--- config.mk ---
export PLATFORM = sky130hd
export DESIGN_NAME = gpio_seq_ctrl_flat
export DESIGN_NICKNAME = d
export VERILOG_FILES = /design/src/rtl/gpio_seq_pkg.sv /design/src/rtl/gpio_seq_if.sv /design/src/rtl/gpio_seq_ctrl_table.sv /design/src/rtl/gpio_seq_ctrl.sv /design/src/flat_wrapper.sv
export SDC_FILE = /design/constraint.sdc
export NUM_CORES = 1
export LEC_CHECK = 0
export ABC_CLOCK_PERIOD_IN_PS = 3300
export CAP_MARGIN = 20
export CORE_ASPECT_RATIO = 0.9
export CORE_MARGIN = 10
export CORE_UTILIZATION = 52
export DETAILED_ROUTE_END_ITERATION = 8
export HOLD_SLACK_MARGIN = 0.02
export PLACE_DENSITY_LB_ADDON = 0.05
export REMOVE_ABC_BUFFERS = 1
export SYNTH_ARGS = -nofsm -noshare
export SYNTH_HDL_FRONTEND = slang
export SYNTH_HIERARCHICAL = 1
export SYNTH_SLANG_ARGS = --single-unit
--- constraint.sdc ---
create_clock -name clk -period 3.3 [get_ports clk]
set_input_delay 0.99 -clock clk [delete_from_list [all_inputs] [get_ports clk]]
set_output_delay 0.99 -clock clk [all_outputs]
set_load 0.02 [all_outputs]
--- src/rtl/gpio_seq_pkg.sv ---
// gpio_seq_pkg: shared state encoding and AXI constants for the GPIO pattern sequencer.
package gpio_seq_pkg;
   typedef enum logic [2:0] {IDLE, ISSUE, RESP, HOLD, DONE} state_t;
   localparam logic [1:0]   RESP_OKAY   = 2'b00;
   localparam logic [1:0]   RESP_SLVERR = 2'b10;
   localparam logic [127:0] STRB_FULL   = '1;
endpackage

--- src/rtl/gpio_seq_if.sv ---
// gpio_seq_if: AXI-Lite write channels (AW/W/B) between the sequencer and the axi_gpio slave.
interface gpio_seq_if #(
   parameter int ADDR_WIDTH = 12,
   parameter int DATA_WIDTH = 32
);
   logic [ADDR_WIDTH-1:0]   m_axi_awaddr;
   logic                    m_axi_awvalid;
   logic                    m_axi_awready;
   logic [DATA_WIDTH-1:0]   m_axi_wdata;
   logic [DATA_WIDTH/8-1:0] m_axi_wstrb;
   logic                    m_axi_wvalid;
   logic                    m_axi_wready;
   logic [1:0]              m_axi_bresp;
   logic                    m_axi_bvalid;
   logic                    m_axi_bready;
   modport master (
      output m_axi_awaddr, m_axi_awvalid, m_axi_wdata, m_axi_wstrb, m_axi_wvalid, m_axi_bready,
      input  m_axi_awready, m_axi_wready, m_axi_bresp, m_axi_bvalid
   );
   modport slave (
      input  m_axi_awaddr, m_axi_awvalid, m_axi_wdata, m_axi_wstrb, m_axi_wvalid, m_axi_bready,
      output m_axi_awready, m_axi_wready, m_axi_bresp, m_axi_bvalid
   );
endinterface

--- src/rtl/gpio_seq_ctrl_table.sv ---
// gpio_seq_table: pattern register file, synchronous write and combinational read; not reset.
module gpio_seq_table #(
   parameter int DEPTH      = 8,
   parameter int DATA_WIDTH = 32
)(
   input  logic                     clk,
   input  logic                     we,
   input  logic [$clog2(DEPTH)-1:0] waddr,
   input  logic [DATA_WIDTH-1:0]    wdata,
   input  logic [$clog2(DEPTH)-1:0] raddr,
   output logic [DATA_WIDTH-1:0]    rdata
);
   logic [DATA_WIDTH-1:0] r_mem [DEPTH];
   always_ff @(posedge clk)
      if (we) r_mem[waddr] <= wdata;
   assign rdata = r_mem[raddr];
endmodule

--- src/rtl/gpio_seq_ctrl.sv ---
// gpio_seq_ctrl: AXI-Lite write master that plays a pattern table into the axi_gpio output register.
// Optional transaction timeout is enabled by defining GPIO_SEQ_TIMEOUT_EN.
module gpio_seq_ctrl
   import gpio_seq_pkg::*;
#(
   parameter int                    ADDR_WIDTH = 12,
   parameter int                    DATA_WIDTH = 32,
   parameter int                    DEPTH      = 8,
   parameter logic [ADDR_WIDTH-1:0] GPIO_ADDR  = '0,
   parameter int                    CNT_WIDTH  = 16
`ifdef GPIO_SEQ_TIMEOUT_EN
   , parameter int                  TIMEOUT_CYCLES = 1024
`endif
)(
   input  logic                       clk,
   input  logic                       resetn,
   input  logic                       cfg_we,
   input  logic [$clog2(DEPTH)-1:0]   cfg_idx,
   input  logic [DATA_WIDTH-1:0]      cfg_data,
   input  logic [$clog2(DEPTH):0]     cfg_len,
   input  logic [CNT_WIDTH-1:0]       cfg_hold,
   input  logic                       cfg_loop,
   input  logic                       start,
   input  logic                       stop,
   output logic                       busy,
   output logic                       done,
   output logic                       err,
`ifdef GPIO_SEQ_TIMEOUT_EN
   output logic                       timeout,
`endif
   gpio_seq_if.master                 m_axi
);
   localparam int IW = $clog2(DEPTH);
   localparam int LW = IW + 1;
   state_t                r_state, w_state_nx;
   logic [IW-1:0]         r_idx, w_idx_nx;
   logic [LW-1:0]         r_len;
   logic [CNT_WIDTH-1:0]  r_hold, r_cnt;
   logic [DATA_WIDTH-1:0] r_wdata, w_rdata;
   logic                  r_loop, r_stop, r_aw_ok, r_w_ok, r_err, r_zdone;
   logic                  w_busy, w_go, w_aw_hs, w_w_hs, w_stop, w_last, w_to_hit;
   assign w_busy  = r_state == ISSUE || r_state == RESP || r_state == HOLD;
   assign w_go    = r_state == IDLE && start && cfg_len != '0;
   assign w_aw_hs = m_axi.m_axi_awvalid && m_axi.m_axi_awready;
   assign w_w_hs  = m_axi.m_axi_wvalid && m_axi.m_axi_wready;
   assign w_stop  = r_stop || stop;
   assign w_last  = LW'(r_idx) + LW'(1) == r_len;
   gpio_seq_table #(.DEPTH(DEPTH), .DATA_WIDTH(DATA_WIDTH)) u_table (
      .clk   (clk),
      .we    (cfg_we && !w_busy),
      .waddr (cfg_idx),
      .wdata (cfg_data),
      .raddr (w_idx_nx),
      .rdata (w_rdata)
   );
`ifdef GPIO_SEQ_TIMEOUT_EN
   localparam int TW = $clog2(TIMEOUT_CYCLES + 1);
   logic [TW-1:0] r_to;
   logic          r_timeout;
   assign w_to_hit = (r_state == ISSUE || r_state == RESP) && r_to == TW'(TIMEOUT_CYCLES);
   assign timeout  = r_timeout;
   // Counts the whole ISSUE+RESP span of one entry; HOLD/IDLE clear it.
   always_ff @(posedge clk or negedge resetn)
      if (!resetn) begin
         r_to      <= '0;
         r_timeout <= 1'b0;
      end else begin
         r_to      <= (r_state == ISSUE || r_state == RESP) ? r_to + 1'b1 : '0;
         r_timeout <= w_go ? 1'b0 : r_timeout || w_to_hit;
      end
`else
   assign w_to_hit = 1'b0;
`endif
   always_ff @(posedge clk or negedge resetn)
      if (!resetn) r_state <= IDLE;
      else         r_state <= w_state_nx;
   always_comb begin
      w_state_nx = r_state;
      w_idx_nx   = r_idx;
      case (r_state)
         IDLE:    if (w_go) begin
                     w_state_nx = ISSUE;
                     w_idx_nx   = '0;
                  end
         ISSUE:   if ((r_aw_ok || w_aw_hs) && (r_w_ok || w_w_hs)) w_state_nx = RESP;
         RESP:    if (m_axi.m_axi_bvalid) w_state_nx = w_stop ? DONE : HOLD;
         HOLD:    if (r_cnt == '0) begin
                     w_state_nx = (w_stop || (w_last && !r_loop)) ? DONE : ISSUE;
                     w_idx_nx   = w_last ? '0 : r_idx + 1'b1;
                  end
         default: w_state_nx = IDLE;
      endcase
      if (w_to_hit) w_state_nx = DONE;
   end
   always_ff @(posedge clk or negedge resetn)
      if (!resetn) begin
         r_idx   <= '0;
         r_len   <= '0;
         r_hold  <= '0;
         r_loop  <= 1'b0;
         r_cnt   <= '0;
         r_stop  <= 1'b0;
         r_aw_ok <= 1'b0;
         r_w_ok  <= 1'b0;
         r_err   <= 1'b0;
         r_zdone <= 1'b0;
         r_wdata <= '0;
      end else begin
         r_idx   <= w_idx_nx;
         r_zdone <= r_state == IDLE && start && cfg_len == '0;
         r_cnt   <= r_state != HOLD ? r_hold : r_cnt == '0 ? r_cnt : r_cnt - 1'b1;
         r_aw_ok <= r_state == ISSUE && (r_aw_ok || w_aw_hs);
         r_w_ok  <= r_state == ISSUE && (r_w_ok || w_w_hs);
         r_stop  <= w_busy && (r_stop || stop);
         // Pattern is captured on ISSUE entry so wdata is stable while wvalid is high.
         if (w_state_nx == ISSUE && r_state != ISSUE) r_wdata <= w_rdata;
         if (w_go) begin
            r_len  <= cfg_len > LW'(DEPTH) ? LW'(DEPTH) : cfg_len;
            r_hold <= cfg_hold;
            r_loop <= cfg_loop;
            r_err  <= 1'b0;
         end else if (r_state == RESP && m_axi.m_axi_bvalid && m_axi.m_axi_bresp != RESP_OKAY) begin
            r_err  <= 1'b1;
         end
      end
   assign busy                = w_busy;
   assign done                = r_zdone || r_state == DONE;
   assign err                 = r_err;
   assign m_axi.m_axi_awaddr  = GPIO_ADDR;
   assign m_axi.m_axi_awvalid = r_state == ISSUE && !r_aw_ok;
   assign m_axi.m_axi_wvalid  = r_state == ISSUE && !r_w_ok;
   assign m_axi.m_axi_wdata   = r_wdata;
   assign m_axi.m_axi_wstrb   = STRB_FULL[DATA_WIDTH/8-1:0];
   assign m_axi.m_axi_bready  = r_state == RESP;
endmodule

--- src/flat_wrapper.sv ---
// flat-port wrapper written by rule: the top's interface ports become plain ports
module gpio_seq_ctrl_flat import gpio_seq_pkg::*;
#(
   parameter int                    ADDR_WIDTH = 12,
   parameter int                    DATA_WIDTH = 32,
   parameter int                    DEPTH      = 8,
   parameter logic [ADDR_WIDTH-1:0] GPIO_ADDR  = '0,
   parameter int                    CNT_WIDTH  = 16

)
  (clk, resetn, cfg_we, cfg_idx, cfg_data, cfg_len, cfg_hold, cfg_loop, start, stop, busy, done, err, m_axi_m_axi_awaddr, m_axi_m_axi_awvalid, m_axi_m_axi_wdata, m_axi_m_axi_wstrb, m_axi_m_axi_wvalid, m_axi_m_axi_bready, m_axi_m_axi_awready, m_axi_m_axi_wready, m_axi_m_axi_bresp, m_axi_m_axi_bvalid);
  gpio_seq_if #(.ADDR_WIDTH(ADDR_WIDTH), .DATA_WIDTH(DATA_WIDTH)) m_axi_i ();
  input  logic clk;
  input  logic resetn;
  input  logic cfg_we;
  input  logic [$clog2(DEPTH)-1:0] cfg_idx;
  input  logic [DATA_WIDTH-1:0] cfg_data;
  input  logic [$clog2(DEPTH):0] cfg_len;
  input  logic [CNT_WIDTH-1:0] cfg_hold;
  input  logic cfg_loop;
  input  logic start;
  input  logic stop;
  output logic busy;
  output logic done;
  output logic err;
  output wire logic [$bits(m_axi_i.m_axi_awaddr)-1:0] m_axi_m_axi_awaddr;
  output wire logic [$bits(m_axi_i.m_axi_awvalid)-1:0] m_axi_m_axi_awvalid;
  output wire logic [$bits(m_axi_i.m_axi_wdata)-1:0] m_axi_m_axi_wdata;
  output wire logic [$bits(m_axi_i.m_axi_wstrb)-1:0] m_axi_m_axi_wstrb;
  output wire logic [$bits(m_axi_i.m_axi_wvalid)-1:0] m_axi_m_axi_wvalid;
  output wire logic [$bits(m_axi_i.m_axi_bready)-1:0] m_axi_m_axi_bready;
  input wire logic [$bits(m_axi_i.m_axi_awready)-1:0] m_axi_m_axi_awready;
  input wire logic [$bits(m_axi_i.m_axi_wready)-1:0] m_axi_m_axi_wready;
  input wire logic [$bits(m_axi_i.m_axi_bresp)-1:0] m_axi_m_axi_bresp;
  input wire logic [$bits(m_axi_i.m_axi_bvalid)-1:0] m_axi_m_axi_bvalid;
  assign m_axi_m_axi_awaddr = m_axi_i.m_axi_awaddr;
  assign m_axi_m_axi_awvalid = m_axi_i.m_axi_awvalid;
  assign m_axi_m_axi_wdata = m_axi_i.m_axi_wdata;
  assign m_axi_m_axi_wstrb = m_axi_i.m_axi_wstrb;
  assign m_axi_m_axi_wvalid = m_axi_i.m_axi_wvalid;
  assign m_axi_m_axi_bready = m_axi_i.m_axi_bready;
  assign m_axi_i.m_axi_awready = m_axi_m_axi_awready;
  assign m_axi_i.m_axi_wready = m_axi_m_axi_wready;
  assign m_axi_i.m_axi_bresp = m_axi_m_axi_bresp;
  assign m_axi_i.m_axi_bvalid = m_axi_m_axi_bvalid;
  gpio_seq_ctrl #(.ADDR_WIDTH(ADDR_WIDTH), .DATA_WIDTH(DATA_WIDTH), .DEPTH(DEPTH), .GPIO_ADDR(GPIO_ADDR), .CNT_WIDTH(CNT_WIDTH)) u_core (.clk(clk), .resetn(resetn), .cfg_we(cfg_we), .cfg_idx(cfg_idx), .cfg_data(cfg_data), .cfg_len(cfg_len), .cfg_hold(cfg_hold), .cfg_loop(cfg_loop), .start(start), .stop(stop), .busy(busy), .done(done), .err(err), .m_axi(m_axi_i));
endmodule
==> summary.md, run 1 <==
| Metric | Value |
|---|---|
| Status | `finished with violations` |
| Failing checks | `negative setup slack` |
| Final worst setup slack | `-0.2035 ns` |
| Synth Warn # | `6` |
| Pre-Repair DR Iteration Count | `5` |
| Fin crit share | `1.062` |
| Worst r2r path cells | `11` |
| Required time of the critical path | `3.67 ns` |
| Worst skew pair latency | `0.50 ns` |
| Core area | `0.02539 mm2` |
| Maximum clock path buffer count | `3` |
| Initial Util | `0.5329` |
| Global route overflow | `0` |
| Synth unique cells | `58` |
| RR Startpoint | `u_core/r_cnt[7]` |
| Top-area cell type share of the netlist area | `0.5681` |
| Fillcell total | `1719` |
| Maximum VDD drop | `0.0004315 V` |
| Pwr dens | `712.5 mW/mm2` |
| Antenna cells | `0` |
| Ys async rst share | `0.2381` |
| Placer congestion estimate | `0.7961` |
| Fin crit period | `3.504 ns` |
| Fmax | `0.2854 GHz` |
| Final hold violations | `0` |
| Hold Crit Class | `in2async` |
| Site Rows | `55` |
| Leakage | `0.006054 uW` |
| Setup violators final | `32` |
| Post-DP HPWL | `17.92 mm` |
| Worst-path fanout max | `8` |
| Commonest non-fill, non-tap cell in the layout | `edfxtp_1` |
| Count of hold-fix buffers inserted at cts | `0` |
| RSZ-0062 raised after global routing | `true` |
| DR vias | `7159` |
| Post-route ant nets | `0` |
| CP Launch Type | `flip-flop` |
| Global Route Usage Sum | `0.1816` |
| Actual slew at the worst max-slew pin | `0.9168 ns` |
| Max-slew violations | `0` |
| Iteration-0 DRC Markers | `478` |
| Vias in the first global route | `7739` |
| Mapped Area | `0.01353 mm2` |
| First-pass GRT wire length | `46.03 mm` |
| Critical-path top delay cell | `or4_4` |
| CTS sink cnt | `336` |
| Largest net degree at the start of global routing | `42` |
| Critical Path AT | `3.87 ns` |
| Seq/Total Area, Yosys | `0.7160` |
| Setup WS pre-CTS | `-0.8279 ns` |
| R2R Path End | `u_core/m_axi.m_axi_wdata[0]` |
| Residual DRC | `0` |
| CTS buffer count | `35` |
| DIE WIDTH | `190.0 um` |
| Post-Syn Instances | `732` |
| Routed WL | `30.71 mm` |
| Syn Area/Cell | `18.49 um2` |
| Port Buf Inserts | `103` |
| Most frequent cells in the layout | `256 x edfxtp_1, 99 x clkdlybuf4s50_1, 80 x dfrtp_1` |
| FF+latch area | `0.009689 mm2` |
| Share of cells above drive strength 1 | `0.2950` |
| Top_reg_cell synth | `edfxtp_1` |
| Multi-input logic area | `0.003661 mm2` |
| Area growth syn-to-layout | `25.65%` |
| EDFF count, synth | `256` |
| Die H | `173.0 um` |
| CP max stage delay | `0.58 ns` |
| Max-cap violations | `0` |
| Final Non-Filler Cells | `1281` |
| Reg-to-reg setup timing slack | `-0.20 ns` |
| Initial antenna violation count | `0` |
| IO Pins | `120` |
| Worst setup path class | `reg2reg` |
| Placed cells | `1198` |
| CTS tree | `built` |
| Headroom to the max-slew limit | `0.3808` |
| Clock slew at reported path FFs | `0.06 ns` |
| Critical Path, Cell by Cell | `or4_4 > nor4b_4 > buf_4 > and2_4 > a21oi_4 > mux2_4 > buf_12 > buf_12 > mux4_2 > mux2_4 > mux2_2` |
| Crit. End Element | `flip-flop` |
| Clk_skew | `0.01315 ns` |
| Synth area leader | `edfxtp_1` |
| Post-layout net count | `982` |
| DR vias/cell | `5.589` |
| Area contributors post-synth | `edfxtp_1 57%, dfrtp_1 15%, mux4_1 7.8%` |
| Synth Register Bits | `336` |
| Root buffer cell | `clkbuf_16` |
| Die area | `0.03288 mm2` |
| Routed WL per cell | `23.97 um` |
| H-tree levels | `2` |
==> synth_stat cells, types with 3 or more instances <==
cell type and number:
edfxtp_1 256, dfrtp_1 80, nand2_1 78, mux2_2 65, mux4_1 40, nor2_1 25
mux4_2 24, o21ai_0 18, buf_4 16, buf_6 10, clkbuf_1 10, buf_2 9
nor3_1 9, xnor2_1 8, inv_1 7, a21oi_1 6, nand2b_1 5, o31ai_1 5
xor2_1 5, buf_1 4, nand3_1 4, or3_1 4, mux2i_1 3
==> logic make-up (layout without fill, tap and decap cells) <==
| logic type | Yosys count | count (layout) | share of synthesized area |
|---|---|---|---|
| DFF | 336 | 336 | 0.7160 |
| and+or+nand+nor | 145 | 145 | 0.05076 |
| muxes | 133 | 133 | 0.1748 |
| buffers and inverters | 56 | 249 | 0.02635 |
| AOI/OAI and AO/OA | 45 | 45 | 0.02127 |
| xor gates and xnor gates | 13 | 13 | 0.008414 |
| adders and majority gates | 2 | 2 | 0.001849 |
| other | 2 | 16 | 0.0005550 |
==> final cells by class <==
type / instances / area share
Sequential cell: 336 / 0.5699
Multi-Input combinational cell: 354 / 0.2153
Timing Repair Buffer: 180 / 0.1200
Clock buffer: 50 / 0.06027
Tap cell: 342 / 0.02517
Clock inverter: 12 / 0.007800
Inverter: 7 / 0.001545
==> sequential cells by signal, indices dropped and copies added (netlist names), 3 cells and up <==
| signal | flops |
|---|---|
| u_core/r_len | 4 |
| u_core/r_cnt | 16 |
| u_core/r_idx | 3 |
| u_core/u_table/r_mem | 256 |
| u_core/m_axi.m_axi_wdata | 32 |
| u_core/r_hold | 16 |
| u_core/r_state | 3 |
==> worst max-delay path by stage <==
stage,start,end,slack (ns),depth (start not counted)
after floorplan,cfg_len[0],u_core/m_axi.m_axi_wdata[6],-1.48,8
after global placement,cfg_len[0],u_core/m_axi.m_axi_wdata[25],-0.79,9
after detailed placement,cfg_len[1],u_core/m_axi.m_axi_wdata[12],-0.83,9
after CTS,u_core/r_cnt[9],u_core/m_axi.m_axi_wdata[9],-0.17,12
after global routing,u_core/r_cnt[7],u_core/m_axi.m_axi_wdata[22],-0.28,11
final,u_core/r_cnt[7],u_core/m_axi.m_axi_wdata[0],-0.20,11
==> metrics by stage <==
stage | hold slack [ns] | setup TNS [ns] | area, um2 | util | power [uW]
floorplan | 0.4417 | -87.38 | 13250 | - | 6842
global placement | 0.4582 | -24.21 | 15400 | 0.6065 | 8082
detailed placement | 0.4714 | -25.59 | 15400 | 0.6065 | 8168
CTS | 0.3971 | -2.666 | 16830 | 0.6630 | 12150
global route | 0.3996 | -7.784 | 17000 | 0.6696 | 12660
finish | 0.4022 | -4.946 | 17000 | 0.6696 | 12110
==> critical path, delay by kind of cell, from the launching register on <==
| family | cells | cell delay (ns) |
|---|---|---|
| multiplexers | 4 | 1.30 |
| AND/OR/NAND/NOR | 3 | 1.13 |
| buffers and inverters | 3 | 0.50 |
| flip-flops | 1 | 0.38 |
| AO/OA/AOI/OAI | 1 | 0.06 |
==> where the power goes <==
part	internal (uW)	total [uW]	switching [uW]
sequential	5150	5510	365
combinational	1340	2710	1370
clock	2390	3890	1500
==> metal layers <==
| metal | part of all wire | vias up | GRT usage |
|---|---|---|---|
| met4 | 0.013 | 0 | 0.04098 |
| met1 | 0.42 | 3745 | 0.2298 |
| met5 | 0 | - | 0 |
| li1 | - | 3184 | - |
| met2 | 0.51 | 192 | 0.3139 |
| met3 | 0.057 | 38 | 0.03721 |
==> repair_timing <==
| action | in CTS | in global routing |
|---|---|---|
| pin swaps | 2 | 8 |
| setup buffers | 11 | 4 |
| endpoints found under the setup margin | 32 | 32 |
| gates resized for setup | 51 | 42 |
| cloned | 6 | 4 |
(Power assumes the default switching activity.)
==> inputs of run 2 (changes only) <==
- ABC_CLOCK_PERIOD_IN_PS: 3300 -> default
- SLEW_MARGIN: default -> 20
==> results of run 2 <==
Final layout, timing and power as in run 1 (identical DEF).
